`src/rtl/shift_arbiter_pkg.sv`:
```
// Shared constants for the shift arbiter slice: datapath widths, shift
// operation encodings (also used by the ALU decode) and a bit-reverse helper.
package shift_arbiter_pkg;

  localparam int DATA_W = 32;
  localparam int SHAM_W = 5;

  typedef enum logic [1:0] {
    OP_SLL  = 2'b00,
    OP_SRL  = 2'b01,
    OP_SRA  = 2'b10,
    OP_PASS = 2'b11
  } shift_op_e;

  // Mirrors a word end-for-end so a right-shift barrel can also shift left.
  function automatic logic [DATA_W-1:0] bit_reverse(input logic [DATA_W-1:0] v);
    logic [DATA_W-1:0] r;
    for (int i = 0; i < DATA_W; i++) begin
      r[i] = v[DATA_W-1-i];
    end
    return r;
  endfunction

endpackage

```
`src/rtl/shift_arbiter_shift_core.sv`:
```
// Combinational 5-stage logarithmic barrel shifter (16/8/4/2/1).
// Left shifts reuse the right-shift stages by mirroring the operand in and
// the result back out, so one barrel serves both directions.
module shift_core
  import shift_arbiter_pkg::*;
(
  input  logic [DATA_W-1:0] a,
  input  logic [SHAM_W-1:0] sham,
  input  shift_op_e         op,
  output logic [DATA_W-1:0] out
);

  logic              fill;
  logic [DATA_W-1:0] s;

  // Mirror for SLL, run the right-shift stages, then select the final result.
  always_comb begin
    fill = (op == OP_SRA) && a[DATA_W-1];
    s    = (op == OP_SLL) ? bit_reverse(a) : a;
    if (sham[4]) s = {{16{fill}}, s[DATA_W-1:16]};
    if (sham[3]) s = {{8{fill}},  s[DATA_W-1:8]};
    if (sham[2]) s = {{4{fill}},  s[DATA_W-1:4]};
    if (sham[1]) s = {{2{fill}},  s[DATA_W-1:2]};
    if (sham[0]) s = {{1{fill}},  s[DATA_W-1:1]};
    out = s;
    unique case (op)
      OP_SLL:  out = bit_reverse(s);
      OP_PASS: out = a;
      default: out = s;
    endcase
  end

endmodule

```
`src/rtl/shift_arbiter.sv`:
```
// Two-requester round-robin arbiter in front of one shared barrel shifter,
// with a single-entry result buffer that can drain and refill in one cycle.
module shift_arbiter
  import shift_arbiter_pkg::*;
#(
  parameter logic RR_INIT = 1'b0
) (
  input  logic              clock,
  input  logic              reset,
  input  logic              req0_valid,
  output logic              req0_ready,
  input  logic [DATA_W-1:0] req0_data,
  input  logic [SHAM_W-1:0] req0_sham,
  input  logic [1:0]        req0_op,
  input  logic              req1_valid,
  output logic              req1_ready,
  input  logic [DATA_W-1:0] req1_data,
  input  logic [SHAM_W-1:0] req1_sham,
  input  logic [1:0]        req1_op,
  output logic              out_valid,
  input  logic              out_ready,
  output logic [DATA_W-1:0] out_data,
  output logic              out_id
);

  logic              prio;
  logic              buf_free;
  logic              grant0;
  logic              grant1;
  logic [DATA_W-1:0] sel_data;
  logic [SHAM_W-1:0] sel_sham;
  shift_op_e         sel_op;
  logic [DATA_W-1:0] shift_out;

  // Grant one valid requester whenever the buffer is empty or draining;
  // on contention the priority holder wins. Nothing is granted during reset
  // so a request seen on the reset cycle is never accepted.
  always_comb begin
    buf_free = !out_valid || out_ready;
    grant0   = 1'b0;
    grant1   = 1'b0;
    if (!reset && buf_free) begin
      grant0 = req0_valid && (!req1_valid || (prio == 1'b0));
      grant1 = req1_valid && (!req0_valid || (prio == 1'b1));
    end
  end

  assign req0_ready = grant0;
  assign req1_ready = grant1;

  // Route the granted requester's operands into the shared shifter.
  always_comb begin
    sel_data = req0_data;
    sel_sham = req0_sham;
    sel_op   = shift_op_e'(req0_op);
    if (grant1) begin
      sel_data = req1_data;
      sel_sham = req1_sham;
      sel_op   = shift_op_e'(req1_op);
    end
  end

  shift_core u_shift_core (
    .a    (sel_data),
    .sham (sel_sham),
    .op   (sel_op),
    .out  (shift_out)
  );

  // Result buffer and priority pointer: load on grant and hand priority to
  // the other requester, otherwise clear valid once the result is taken.
  always_ff @(posedge clock) begin
    if (reset) begin
      out_valid <= 1'b0;
      out_data  <= '0;
      out_id    <= 1'b0;
      prio      <= RR_INIT;
    end else if (grant0 || grant1) begin
      out_valid <= 1'b1;
      out_data  <= shift_out;
      out_id    <= grant1;
      prio      <= !grant1;
    end else if (out_ready) begin
      out_valid <= 1'b0;
    end
  end

endmodule

```
`config.mk`:
```
export PLATFORM = sky130hd
export DESIGN_NAME = shift_arbiter
export DESIGN_NICKNAME = d
export VERILOG_FILES = /design/src/rtl/shift_arbiter_pkg.sv /design/src/rtl/shift_arbiter_shift_core.sv /design/src/rtl/shift_arbiter.sv
export SDC_FILE = /design/constraint.sdc
export NUM_CORES = 1
export LEC_CHECK = 0
export BUFFER_PORTS_ARGS = -buffer_cell sky130_fd_sc_hd__clkbuf_2
export CELL_PAD_IN_SITES_DETAIL_PLACEMENT = 1
export CELL_PAD_IN_SITES_GLOBAL_PLACEMENT = 1
export CORE_ASPECT_RATIO = 1.4
export CORE_MARGIN = 5
export CORE_UTILIZATION = 37
export DETAILED_ROUTE_END_ITERATION = 8
export PLACE_DENSITY = 0.84
export SKIP_LAST_GASP = 1
export SLEW_MARGIN = 15
export SYNTH_ARGS = -nofsm -noshare
export SYNTH_HDL_FRONTEND = slang
export SYNTH_SLANG_ARGS = --single-unit
export TNS_END_PERCENT = 30
```
`constraint.sdc`:
```
create_clock -name clock -period 4.4 [get_ports clock]
set_clock_uncertainty 0.2 [all_clocks]
set_input_delay 0.22 -clock clock [delete_from_list [all_inputs] [get_ports clock]]
set_output_delay 0.22 -clock clock [all_outputs]
set_load 0.05 [all_outputs]
```
# Word-level counts from Yosys, hierarchy flattened
# Index checks and enable logic that the tools add are counted.
[word_totals]
reg_bits = 35
input_bits = 83
wordCells = 36
[classes]
n_eq_ne = 2
mux = 14
bitwise = 1
reduce_logical = 15
[ops]
columns = ["operator", "count"]
rows = [
  ["$mux W32", 7],
  ["$pmux W32 S2", 1],
  ["$logic_not A1 Y1", 5],
  ["$mux W5", 1],
  ["$eq A2 B2 Y1 const B", 2],
  ["$logic_and A1 B1 Y1", 4],
  ["$logic_or A1 B1 Y1", 4],
  ["$mux W1", 4],
  ["$logic_not A2 Y1", 1],
  ["$mux W2", 1],
  ["$reduce_bool A2 Y1", 1],
  ["$not A1 Y1", 1],
]

# Depth between registers and ports, before layout
# Gate-level depths: netlist of the first run.
[logic_depth]
ltp_word = 13
ltp_mapped = 22
depth_no_buf = 15

# By module
# From an unflattened synthesis of the first run, not the netlist that was laid out.
[unflattened]
hier_cells = 625
hier_area_um2 = 5662.9
[by_module_without_submodules]
columns = ["module", "instances", "cells_per_inst", "area_per_inst_um2", "seq_area_each_um2"]
rows = [
  ["shift_core", 1, 416, 3589.7, 0.0],
  ["shift_arbiter", 1, 209, 2073.2, 700.7],
]

# Worst setup path after synthesis of the first run
# Ideal clock, no wire load.
[synth_timing]
path_type = "reg2reg"
startpoint = "register out_valid"
endpoint = "register out_data[20]"
setup_time_ns = 0.088
arrival_time_ns = 5.073
t_required_ns = 4.112
slack_ns = -0.961
stages_incl_launch_ff = 22
n_path_buf = 6
period_less_slack_ns = 5.361
path_cell_list = "dfxtp_1 > nand2b_1 > nand4_4 > inv_6 > buf_8 > buf_4 > clkbuf_1 > buf_1 > nand2_1 > nand2_1 > inv_1 > ha_1 > inv_1 > clkbuf_1 > clkbuf_1 > mux4_2 > o22ai_1 > nor2_1 > nor2_1 > mux4_2 > o221a_1 > nor4_2"
[synth_via]
elab_chain_len = 13
[synth_rtl]
columns = ["element", "line_no", "text"]
rows = [
  ["from (decl)", "shift_arbiter.sv:20", "output logic out_valid,"],
  ["from (signal assigned)", "shift_arbiter.sv:74", "out_valid <= 1'b0;"],
  ["from (signal assigned)", "shift_arbiter.sv:79", "out_valid <= 1'b1;"],
  ["from (signal assigned)", "shift_arbiter.sv:84", "out_valid <= 1'b0;"],
  ["$logic_not A1 Y1 (*)", "shift_arbiter.sv:39", "buf_free = !out_valid || out_ready;"],
  ["$logic_or A1 B1 Y1 (*)", "shift_arbiter.sv:39", ""],
  ["$logic_and A1 B1 Y1 (*)", "shift_arbiter.sv:42", "if (!reset && buf_free) begin"],
  ["$mux W1 (*)", "shift_arbiter.sv:42", ""],
  ["named net req1_ready", "shift_arbiter.sv:16", "output logic req1_ready,"],
  ["$mux W2", "shift_arbiter.sv:56", "if (grant1) begin"],
  ["$logic_not A2 Y1 or $eq A2 B2 Y1 (tied branches)", "shift_arbiter_shift_core.sv:19, shift_arbiter_shift_core.sv:26, shift_arbiter_shift_core.sv:18", ""],
  ["$mux W32 or $logic_and A1 B1 Y1 (tied branches)", "shift_arbiter_shift_core.sv:19, shift_arbiter_shift_core.sv:18", ""],
  ["$mux W32", "shift_arbiter_shift_core.sv:20", "if (sham[4]) s = {{16{fill}}, s[DATA_W-1:16]};"],
  ["$mux W32", "shift_arbiter_shift_core.sv:21", "if (sham[3]) s = {{8{fill}}, s[DATA_W-1:8]};"],
  ["$mux W32", "shift_arbiter_shift_core.sv:22", "if (sham[2]) s = {{4{fill}}, s[DATA_W-1:4]};"],
  ["$mux W32", "shift_arbiter_shift_core.sv:23", "if (sham[1]) s = {{2{fill}}, s[DATA_W-1:2]};"],
  ["$mux W32", "shift_arbiter_shift_core.sv:24", "if (sham[0]) s = {{1{fill}}, s[DATA_W-1:1]};"],
  ["$pmux W32 S2", "shift_arbiter_shift_core.sv:26", "unique case (op)"],
  ["to (signal assigned)", "shift_arbiter.sv:80", "out_data <= shift_out;"],
  ["to (decl)", "shift_arbiter.sv:22", "output logic [DATA_W-1:0] out_data,"],
]
# The timed path passes the listed nets; every way through them passes the cells marked *.
# A chain may end at the register's enable or synchronous reset.

# Worst setup path in the final report of the first run
[layout_timing]
startpoint = "register prio"
endpoint = "register out_data[3]"
[layout_via]
elab_chain_len = 12
[layout_rtl]
columns = ["element", "line_no", "text"]
rows = [
  ["from (decl)", "shift_arbiter.sv:26", "logic prio;"],
  ["from (signal assigned)", "shift_arbiter.sv:82", "prio <= !grant1;"],
  ["$logic_or A1 B1 Y1", "shift_arbiter.sv:44", "grant1 = req1_valid && (!req0_valid || (prio == 1'b1));"],
  ["$logic_and A1 B1 Y1", "shift_arbiter.sv:44", ""],
  ["$mux W1", "shift_arbiter.sv:42", ""],
  ["$mux W2", "shift_arbiter.sv:56", ""],
  ["$logic_not A2 Y1 or $eq A2 B2 Y1 (tied branches)", "shift_arbiter_shift_core.sv:19, shift_arbiter_shift_core.sv:26, shift_arbiter_shift_core.sv:18", ""],
  ["$mux W32 or $logic_and A1 B1 Y1 (tied branches)", "shift_arbiter_shift_core.sv:19, shift_arbiter_shift_core.sv:18", ""],
  ["$mux W32", "shift_arbiter_shift_core.sv:20", ""],
  ["$mux W32", "shift_arbiter_shift_core.sv:21", ""],
  ["$mux W32", "shift_arbiter_shift_core.sv:22", ""],
  ["$mux W32", "shift_arbiter_shift_core.sv:23", ""],
  ["$mux W32", "shift_arbiter_shift_core.sv:24", ""],
  ["$pmux W32 S2", "shift_arbiter_shift_core.sv:26", ""],
]
# Several ways; a longest one is shown, not always the timed one.

==> results of run 1 <==
==> per-layer routing <==
layer | vias up | global-route usage
met5 | - | 0
met4 | 0 | 0.205
met3 | 100 | 0.0520
met2 | 393 | 0.560
met1 | 3208 | 0.354
li1 | 2832 | -
==> where the power goes <==
part	internal, µW	switching [µW]
Sequential	366	34.1
Combinational	377	831
Clock	209	143
Total	951	1010
==> cell usage after synthesis, types with 3 or more instances <==
| cell | count |
|---|---|
| mux2i_2 | 3 |
| nand2b_1 | 3 |
| nand3_1 | 28 |
| nor2_1 | 50 |
| a211oi_1 | 9 |
| a22oi_1 | 23 |
| nor3_1 | 19 |
| buf_1 | 3 |
| o221ai_1 | 8 |
| ha_1 | 4 |
| inv_1 | 7 |
| mux4_2 | 36 |
| o211ai_1 | 14 |
| o22a_1 | 3 |
| dfxtp_1 | 35 |
| nand2_1 | 130 |
| buf_2 | 12 |
| clkbuf_1 | 31 |
| o22ai_1 | 14 |
| a2111oi_0 | 3 |
| nor4_1 | 4 |
| mux2i_1 | 48 |
| o21ai_1 | 3 |
| a31oi_1 | 11 |
| a21oi_1 | 55 |
| o32ai_1 | 4 |
| nand4_1 | 3 |
| o21ai_0 | 30 |
| buf_6 | 6 |
| a32oi_1 | 3 |
| mux4_1 | 3 |
| mux2_2 | 10 |
| a221oi_1 | 15 |
==> cell usage in the layout (no fill, tap or decap), types with 4 or more instances in the layout <==
cell / instances
nand2_1: 130
clkbuf_2: 118
a21oi_1: 55
nor2_1: 50
mux2i_1: 46
mux4_2: 36
dfxtp_1: 34
o21ai_0: 30
nand3_1: 28
buf_4: 26
a22oi_1: 23
nor3_1: 19
a221oi_1: 15
o22ai_1: 14
o211ai_1: 14
a31oi_1: 11
mux2_2: 10
a211oi_1: 9
o221ai_1: 8
inv_1: 7
clkbuf_16: 5
mux2i_2: 4
nor4_1: 4
o32ai_1: 4
ha_1: 4
==> layout make-up <==
class | count | area (µm²) | area share
multi-input combinational | 575 | 4210 | 0.683
clock buffer | 6 | 129 | 0.0209
clock inverter | 2 | 12.5 | 0.00203
sequential | 35 | 702 | 0.114
tap | 185 | 231 | 0.0376
timing repair buffer | 146 | 826 | 0.134
inverter | 10 | 47.5 | 0.00773
==> stage by stage <==
| step | util | cells | instance area (µm²) | power [µW] |
|---|---|---|---|---|
| 2_1_floorplan | - | 676 | 5260 | 1180 |
| 3_3_place_gp | 0.432 | 951 | 6010 | 1570 |
| 3_5_place_dp | 0.432 | 951 | 6010 | 1580 |
| 4_1_cts | 0.442 | 959 | 6150 | 1930 |
| 5_1_grt | 0.442 | 959 | 6150 | 2030 |
| 6_report | 0.442 | 959 | 6150 | 1960 |
==> flip-flops by register name (all words and copies together) (netlist names) <==
name / cells
out_data: 32
out_id: 1
out_valid: 1
prio: 1
==> critical path, delay by kind of cell (launching register included) <==
kind,cells,cell delay [ns]
buf+inv,5,0.79
flops,1,0.35
simple gates,6,0.78
compound gates,4,1.22
fa+ha+maj,1,0.21
mux,1,0.36
==> final timing paths <==
check,startpoint,to,slack (ns)
setup / recovery,prio$_SDFFE_PP0P_,out_data[3]$_SDFFE_PP0P_,0.32
hold / removal,out_ready,out_valid$_SDFFE_PP0P_,0.12
setup reg to reg,prio$_SDFFE_PP0P_,out_data[3]$_SDFFE_PP0P_,0.32
hold reg to reg,out_data[6]$_SDFFE_PP0P_,out_data[6]$_SDFFE_PP0P_,0.27
==> logic make-up (layout without fill, tap and decap cells) <==
family,Yosys count,after routing
AND/OR/NAND/NOR,250,250
AO/OA/AOI/OAI,219,219
multiplexers,102,102
buffers and inverters,66,164
flip-flops,35,35
adder cells (fa/ha/maj),4,4
==> out/qor.csv, run 1 <==
stage;metric;value;unit
run_status;status;complete, no violations;
sta;Least-Margin Pin Slew;0.989;ns
drt;top sig layer;met4;
logic_synthesis;share of the synthesized area in the top cell type;0.155;
clocking;Worst-path clk slew;0.06;ns
clocking;CTS Buffer Depth;2;
floorplan;Core Footprint;13900;µm²
worst_hold_path;Hold Path Class;input port to register;
layout;layout cells sized above 1;0.284;
drt;drt pass-1 iters;5;
global_routing;vias in the first global route;6644;
floorplan;Die W;111;µm
setup_path;Crit. End Element;register;
sta;Tmin final;4.08;ns
clocking;H-tree depth;2;
logic_synthesis;synthesized area per cell;7.76;µm²
global_routing;total congestion overflow;0;
floorplan;Initial Util;0.377;
logic_synthesis;largest family of logic cells by synthesized area;multiplexers;
clocking;clk sink count;35;
clocking;cts bufs inserted;5;
global_routing;Global Route Usage Sum;0.317;
placed_design;routability cong.;1.05;
global_routing;first-pass GRT wire length;40700;µm
clocking;clock latency on the worst-skew pair;0.28;ns
setup_path;max incr delay on CP;0.43;ns
logic_synthesis;#FFs+latches synth;35;
power_and_ir_drop;Max VDD drop;0.205;mV
setup_path;Crit Path Class;register to register;
logic_synthesis;simple-gate portion of the synthesized area;0.208;
sta;Max Fclk;0.245;GHz
floorplan;die area;16700;µm²
layout;P&R area growth vs syn;17.4;%
drt;detail-routed via count per cell;6.81;
setup_path;most frequent CP cell;nand2_1;
clocking;cts hold-fix bufs;0;
drt;Vias;6533;
setup_path;crit path max fanout;12;
setup_path;R2R depth;17;
global_routing;pin count of the biggest net entering global routing;67;
floorplan;I/O pin count;119;
setup_path;Critical-path top delay cell;o21ai_0;
drt;Initial DRC Count;727;
sta;Final Hold Slack;0.118;ns
logic_synthesis;Mapped Area;5240;µm²
sta;Hold Vio Cnt, Final;0;
power_and_ir_drop;P_leak;0.00253;µW
sta;Relative slew margins;0.338;
floorplan;Chip Height;151;µm
setup_path;Req. time, crit path;4.33;ns
clocking;# resized after CTS;0;
sta;setup slack after layout;0.320;ns
drt;DRC;0;
logic_synthesis;top_reg_cell synth;dfxtp_1;
global_routing;initial antenna violation count;0;
setup_path;crit-path cells;nand2b_2 -> nand4_4 -> inv_6 -> nand2_1 -> nand2_1 -> inv_1 -> ha_1 -> inv_1 -> buf_4 -> buf_4 -> mux4_2 -> a22oi_1 -> nand3_1 -> o211ai_1 -> nand2_1 -> o21ai_0 -> a21boi_0;
drt;number of nets with antenna violations after routing;0;
sta;Final Cycle Share;0.927;
setup_path;Startpoint Class;register;
power_and_ir_drop;Cell Pwr Density;318;nW/µm²
drt;final WL;27300;µm
logic_synthesis;Area contributors post-synth;mux4_2, dfxtp_1, nand2_1;
logic_synthesis;Post-Syn Instances;676;
sta;max-slew violations;0;
placed_design;pre-CTS setup slack;0.402;ns
layout;nets;860;
logic_synthesis;largest area contributor in the netlist;mux4_2;
clocking;CTS tree;built;
job;maximum capacitance violations;0;
layout;fillcell total;1799;
sta;final setup vio count;0;
drt;WL per Instance;28.5;µm
layout;antenna cell count;0;
clocking;CTS root buffer;clkbuf_16;
drt;routed wl met2;13700;µm
logic_synthesis;register area share after synthesis;0.134;
placed_design;Port Buffer Count;118;
worst_hold_path;hold path cells;3;
logic_synthesis;syn_nets;763;
logic_synthesis;fraction of the mapped netlist area in adder cells;0.00954;
logic_synthesis;post-synthesis compound-gate area fraction;0.284;
floorplan;num rows;51;
logic_synthesis;Post-synth EDFFs;0;
logic_synthesis;Synth async-reset ratio;0;
logic_synthesis;post-synthesis cell type count;69;
placed_design;DP HPWL;21600;µm
drt;met3 routed WL;2070;µm
sta;RSZ-0062 raised after global routing;no;
logic_synthesis;Synth Area in XOR/XNOR;0;
logic_synthesis;post-synthesis mux area share;0.298;
drt;DRT met1 WL;9530;µm
clocking;Post-CTS Setup Repair Bufs;0;
setup_path;Critical Path AT;4.01;ns
sta;Setup TNS;0;ns
logic_synthesis;Yosys Warn Count;0;
(Power assumes the default switching activity.)
==> run 2, diff against run 1 <==
CORE_UTILIZATION = 39   (was 37)
SYNTH_HIERARCHICAL = 1   (was default)
==> run 2 against run 1 <==
First-iteration DRC count shrank 34%. Total power increased by 2.1%. Critical path type unchanged. Setup slack worse by 0.18 ns. Sequential power is 5% lower. Area after synthesis up 8.0%. Combinational power rose by 5%. Worst hold slack better by 0.018 ns.
==> out/qor.csv, run 2 <==
stage;metric;value;unit;change
run_status;status;complete, no violations;;
sta;Max Fclk;0.235;GHz;-4.1%
logic_synthesis;#FFs+latches synth;35;;unchanged
sta;Relative slew margins;0.189;;-0.149
logic_synthesis;largest area contributor in the netlist;mux4_2;;
logic_synthesis;top_reg_cell synth;dfxtp_1;;
drt;final WL;26400;µm;-3.3%
sta;Hold Vio Cnt, Final;0;;unchanged
placed_design;routability cong.;1.07;;+2.0%
setup_path;Critical-path top delay cell;mux4_2;;
layout;layout cells sized above 1;0.401;;+0.117
layout;P&R area growth vs syn;17.1;%;
floorplan;num rows;52;;+2.0%
logic_synthesis;share of the synthesized area in the top cell type;0.163;;+0.00844
logic_synthesis;Post-Syn Instances;625;;-7.5%
clocking;CTS root buffer;clkbuf_16;;
setup_path;crit-path cells;o2111ai_4 -> buf_4 -> mux2_2 -> nand2_1 -> buf_4 -> mux2i_1 -> mux4_2 -> mux4_2 -> a221oi_2 -> nor2_1 -> nand4_1 -> nand2_1;;
global_routing;initial antenna violation count;0;;unchanged
logic_synthesis;Area contributors post-synth;mux4_2, dfxtp_1, mux2i_1;;
setup_path;Req. time, crit path;4.38;ns;+0.05 ns
setup_path;Critical Path AT;4.23;ns;+0.22 ns
sta;Setup TNS;0;ns;unchanged
global_routing;Global Route Usage Sum;0.302;;-0.0154
drt;Vias;6055;;-7.3%
setup_path;R2R depth;12;;-5
global_routing;grt met2 use;0.520;;-0.0404
floorplan;Chip Height;153;µm;+1.1%
floorplan;I/O pin count;119;;unchanged
layout;register name with the most flops;out_data;;
logic_synthesis;syn_nets;712;;-6.7%
logic_synthesis;Post-synth EDFFs;0;;unchanged
drt;DRC;0;;unchanged
floorplan;Die W;112;µm;+1.1%
power_and_ir_drop;Max VDD drop;0.287;mV;+40%
layout;antenna cell count;0;;unchanged
global_routing;vias in the first global route;6370;;-4.1%
setup_path;Crit. End Element;register;;
logic_synthesis;synthesized area per cell;9.06;µm²;+17%
sta;Final Cycle Share;0.967;;+0.0399
sta;Final Hold Slack;0.136;ns;+0.0178 ns
layout;most frequent cells in the layout;clkbuf_2, nand2_1, mux2i_1;;
sta;max-slew violations;0;;unchanged
clocking;Worst-path clk slew;0.06;ns;about the same
logic_synthesis;Yosys Warn Count;6;;+6
logic_synthesis;Synth async-reset ratio;0;;unchanged
layout;commonest non-fill, non-tap cell in the layout;clkbuf_2;;
clocking;cts bufs inserted;5;;unchanged
drt;Initial DRC Count;483;;-34%
setup_path;Startpoint Class;register;;
setup_path;crit path max fanout;29;;+17
clocking;H-tree depth;2;;unchanged
global_routing;grt met1 use;0.347;;-0.00691
setup_path;max incr delay on CP;0.59;ns;+0.16 ns
global_routing;met3 usage;0.0346;;-0.0174
logic_synthesis;Mapped Area;5660;µm²;+8.0%
sta;final setup vio count;0;;unchanged
logic_synthesis;list of most frequent post-synthesis cells;nand2_1, mux2i_1, mux4_2;;
logic_synthesis;count leader, synth;nand2_1;;
sta;RSZ-0062 raised after global routing;no;;
job;maximum capacitance violations;0;;unchanged
worst_hold_path;hold path cells;3;;unchanged
layout;max reg flops;32;;unchanged
global_routing;first-pass GRT wire length;39900;µm;-2.0%
placed_design;Port Buffer Count;118;;unchanged
logic_synthesis;post-synthesis cell type count;63;;-8.7%
clocking;CTS Buffer Depth;2;;unchanged
layout;nets;804;;-6.5%
global_routing;total congestion overflow;0;;unchanged
logic_synthesis;register area share after synthesis;0.124;;-0.00989
power_and_ir_drop;Cell Pwr Density;302;nW/µm²;-5.2%
drt;WL per Instance;29.1;µm;+2.2%
clocking;Post-CTS Setup Repair Bufs;0;;unchanged
drt;number of nets with antenna violations after routing;0;;unchanged
drt;detail-routed via count per cell;6.68;;-2.0%
clocking;clk sink count;35;;unchanged
setup_path;Crit Path Class;register to register;;
sta;Least-Margin Pin Slew;1.22;ns;+0.227 ns
global_routing;gr busiest metal;met2;;
floorplan;Core Footprint;14400;µm²;+3.4%
sta;Tmin final;4.26;ns;+0.176 ns
worst_hold_path;Hold Path Class;input port to register;;
power_and_ir_drop;P_leak;0.00295;µW;+16%
drt;drt pass-1 iters;5;;unchanged
floorplan;die area;17100;µm²;+2.3%
global_routing;pin count of the biggest net entering global routing;67;;unchanged
placed_design;DP HPWL;21300;µm;-1.6%
clocking;CTS tree;built;;
floorplan;Initial Util;0.394;;+0.0169
clocking;clock latency on the worst-skew pair;0.28;ns;about the same
-- run 2: cell types whose count changed in the layout (fill, tap and decap cells not counted), sizes merged, moves of 16 or more --
cell	delta
nand2	-54
mux2	+50
a21oi	-32
nand4	+28
nand3	-26
nor2	-26
a22oi	-21
o211ai	+21
o21ai	-18
nor3	-16
-- run 2: timing repair --
item / 4_1_cts / 5_1_grt
gates resized for setup: 0 / 2
endpoints found under the hold margin: 1 / 0
endpoints found under the setup margin: 0 / 6
hold buffers: 1 / 0
-- run 2: path summary, 6_finish.rpt --
kind,end,slack (ns),startpoint
max,out_data[26]$_SDFFE_PP0P_,0.14,prio$_SDFFE_PP0P_
max reg2reg,out_data[26]$_SDFFE_PP0P_,0.14,prio$_SDFFE_PP0P_
min reg2reg,out_id$_SDFFE_PP0P_,0.28,out_id$_SDFFE_PP0P_
min,out_id$_SDFFE_PP0P_,0.14,reset
-- run 2: cell families after synthesis --
logic type / count (synthesis) / synth area share
AND/OR/NAND/NOR: 169 / 0.142
AO/OA/AOI/OAI: 165 / 0.224
multiplexers: 165 / 0.425
buffers and inverters: 87 / 0.0760
flip-flops: 35 / 0.124
adder cells (fa/ha/maj): 4 / 0.00884
-- run 2: per-layer routing --
metal / wire length, µm / up-vias / part of all wire
met2: 13200 / 307 / 0.50
met1: 9630 / 2992 / 0.36
met3: 1530 / 95 / 0.058
met5: 0 / - / 0
li1: - / 2661 / -
met4: 2020 / 0 / 0.076
-- run 2: final cells by class --
| type | instances | area [µm²] |
|---|---|---|
| multi-input combinational | 503 | 4560 |
| sequential | 35 | 701 |
| clock buffer | 6 | 129 |
| inverter | 12 | 45.0 |
| tap | 189 | 236 |
| clock inverter | 2 | 12.5 |
| fill | 1687 | 7750 |
| timing repair buffer | 160 | 946 |
-- run 2: worst max-delay path, delay by kind of cell, from the launching register on --
kind	cells	cell delay (ns)
AOI/OAI and AO/OA	2	0.57
buffers and inverters	2	0.70
DFF	1	0.35
muxes	4	1.71
and+or+nand+nor	4	0.57
-- run 2: power breakdown --
part | leakage [µW] | switching, µW | internal [µW]
Combinational | 0.00259 | 794 | 476
Clock | 0.0000669 | 141 | 209
Sequential | 0.000288 | 25.3 | 356
-- run 2: through the flow --
stage          setup WS (ns)  cell area (µm²)  total power (µW)  instances  utilization
6_report               0.144             6630              2000        907        0.461
5_1_grt              0.00812             6630              2080        907        0.461
4_1_cts                0.115             6610              1980        907        0.460
3_5_place_dp          0.0861             6460              1620        898        0.449
3_3_place_gp           0.116             6460              1620        898        0.449
2_1_floorplan          0.260             5660              1220        625            -
==> run 3, diff against run 2 <==
CTS_BUF_LIST = sky130_fd_sc_hd__clkbuf_16   (was default)
GPL_TIMING_DRIVEN = 0   (was default)
==> run 3 against run 2 <==
Worst hold slack worse by 0.0098 ns. First-iteration DRC count up 37%. Global-route usage up 1.2 points. Cell count up 4.4%. Critical endpoint is now out_data[31]$_SDFFE_PP0P_. Largest cell class unchanged. Largest power group unchanged.
==> out/qor.csv, run 3 (synthesized netlist as in run 2, its figures left out) <==
stage;metric;value;unit;change
run_status;status;complete, no violations;;
clocking;cts bufs inserted;5;;unchanged
sta;Final Cycle Share;0.998;;+0.0311
floorplan;Core Footprint;14400;µm²;unchanged
clocking;Worst-path clk slew;0.06;ns;about the same
placed_design;placed cell areas;6490;µm²;+0.50%
floorplan;Initial Util;0.394;;unchanged
global_routing;total congestion overflow;0;;unchanged
clocking;CTS Buffer Depth;2;;unchanged
clocking;CTS root buffer;clkbuf_16;;
worst_hold_path;Hold Path Class;input port to register;;
layout;P&R area growth vs syn;21.7;%;
clocking;clk sink count;35;;unchanged
power_and_ir_drop;P_leak;0.00298;µW;+1.0%
power_and_ir_drop;Cell Pwr Density;299;nW/µm²;-1.1%
power_and_ir_drop;Max VDD drop;0.245;mV;-15%
sta;Final Hold Slack;0.126;ns;-0.00979 ns
drt;final WL;27900;µm;+5.8%
sta;Relative slew margins;0.397;;+0.207
layout;fin util;0.479;;+0.0182
floorplan;num rows;52;;unchanged
placed_design;Placed Instances;932;;+3.8%
floorplan;I/O pin count;119;;unchanged
layout;layout cells sized above 1;0.388;;-0.0133
layout;nets;844;;+5.0%
sta;Tmin final;4.39;ns;+0.137 ns
sta;max-slew violations;0;;unchanged
global_routing;Global Route Usage Sum;0.313;;+0.0116
layout;register name with the most flops;out_data;;
drt;detail-routed via count per cell;6.80;;+1.8%
setup_path;crit path max fanout;10;;-66%
global_routing;initial antenna violation count;0;;unchanged
floorplan;Chip Height;153;µm;unchanged
global_routing;pin count of the biggest net entering global routing;14;;-79%
layout;post-route cell area;6890;µm²;+3.9%
sta;Max Fclk;0.228;GHz;-3.1%
placed_design;routability cong.;1.16;;+8.2%
setup_path;Crit Path Class;register to register;;
layout;max reg flops;32;;unchanged
clocking;H-tree depth;2;;unchanged
drt;Initial DRC Count;660;;+37%
global_routing;first-pass GRT wire length;41400;µm;+4.0%
placed_design;DP HPWL;22400;µm;+5.5%
floorplan;Die W;112;µm;unchanged
job;maximum capacitance violations;0;;unchanged
sta;Least-Margin Pin Slew;0.891;ns;-0.325 ns
drt;WL per Instance;29.5;µm;+1.3%
setup_path;Crit. End Element;register;;
power_and_ir_drop;Tot Pwr;2060;µW;+2.8%
drt;number of nets with antenna violations after routing;0;;unchanged
layout;commonest non-fill, non-tap cell in the layout;clkbuf_2;;
floorplan;die area;17100;µm²;unchanged
layout;most frequent cells in the layout;clkbuf_2, nand2_1, mux2i_1;;
sta;RSZ-0062 raised after global routing;yes;;
setup_path;Startpoint Class;register;;
sta;final setup vio count;0;;unchanged
placed_design;Port Buffer Count;118;;unchanged
layout;antenna cell count;0;;unchanged
drt;Vias;6436;;+6.3%
setup_path;Critical Path AT;4.37;ns;+0.14 ns
sta;Hold Vio Cnt, Final;0;;unchanged
clocking;clock latency on the worst-skew pair;0.28;ns;about the same
global_routing;vias in the first global route;6866;;+7.8%
layout;Final Instance Count excl. Fillers;947;;+4.4%
setup_path;Req. time, crit path;4.37;ns;about the same
drt;drt pass-1 iters;5;;unchanged
drt;DRC;0;;unchanged
clocking;CTS tree;built;;
## run 3: cell count changes in the layout (fill, tap and decap cells not counted), sizes merged
cell	before	now
clkinvlp	1	2
buf	41	47
inv	11	12
clkinv	2	1
clkbuf	124	157
## run 3: repair_timing
| action | CTS | global route |
|---|---|---|
| endpoints found under the setup margin | 21 | 13 |
| pin swaps | 0 | 1 |
| cloned | 0 | 1 |
| endpoints found under the hold margin | 1 | 0 |
| setup buffers | 3 | 2 |
| hold buffers | 1 | 0 |
| resized for setup | 23 | 11 |
## run 3: critical path: stages, from the launching register on
cell and delay (ns):
dfxtp_1 0.32, nand2b_1 0.07, buf_4 0.16, o2111ai_4 0.17, buf_8 0.21, mux2_4 0.32
inv_1 0.13, ha_1 0.22, buf_6 0.15, buf_6 0.19, mux2i_4 0.35, mux2i_1 0.12
mux4_2 0.57, mux2_2 0.34, a221oi_4 0.37, o221ai_1 0.17, nand4_1 0.13, nand2_1 0.06
## run 3: cell type report
cell class,instances,area [µm²]
fill,1731,7490
multi-input combinational,503,4680
sequential,35,701
timing repair buffer,125,663
buffer,75,417
tap,189,236
clock buffer,5,125
inverter,12,45.0
clock inverter,3,23.8
## run 3: worst paths after layout
path	startpoint	to	slack, ns	cells past startpoint
min reg2reg	out_id$_SDFFE_PP0P_	out_id$_SDFFE_PP0P_	0.29	2
min	reset	out_id$_SDFFE_PP0P_	0.13	3
max	out_valid$_SDFFE_PP0P_	out_data[31]$_SDFFE_PP0P_	0.007	17
max reg2reg	out_valid$_SDFFE_PP0P_	out_data[31]$_SDFFE_PP0P_	0.007	17
## run 3: layer usage
| metal | GRT usage | up-vias | routed length, µm |
|---|---|---|---|
| met1 | 0.347 | 3120 | 9470 |
| met4 | 0.201 | 0 | 2050 |
| met5 | 0 | - | 0 |
| met2 | 0.558 | 447 | 14200 |
| met3 | 0.0397 | 129 | 2210 |
| li1 | - | 2740 | - |
## run 3: where the power goes
| group | switching, µW | internal (µW) |
|---|---|---|
| clock network | 150 | 212 |
| logic | 825 | 491 |
| registers | 24.4 | 356 |
## run 3: per-stage QoR
step / setup WS [ns] / TNS, ns
finish: 0.00743 / 0
detailed placement: -0.409 / -4.12
CTS: 0.0697 / 0
global route: -0.0998 / -0.291
floorplan: 0.260 / 0
global placement: -0.295 / -2.01
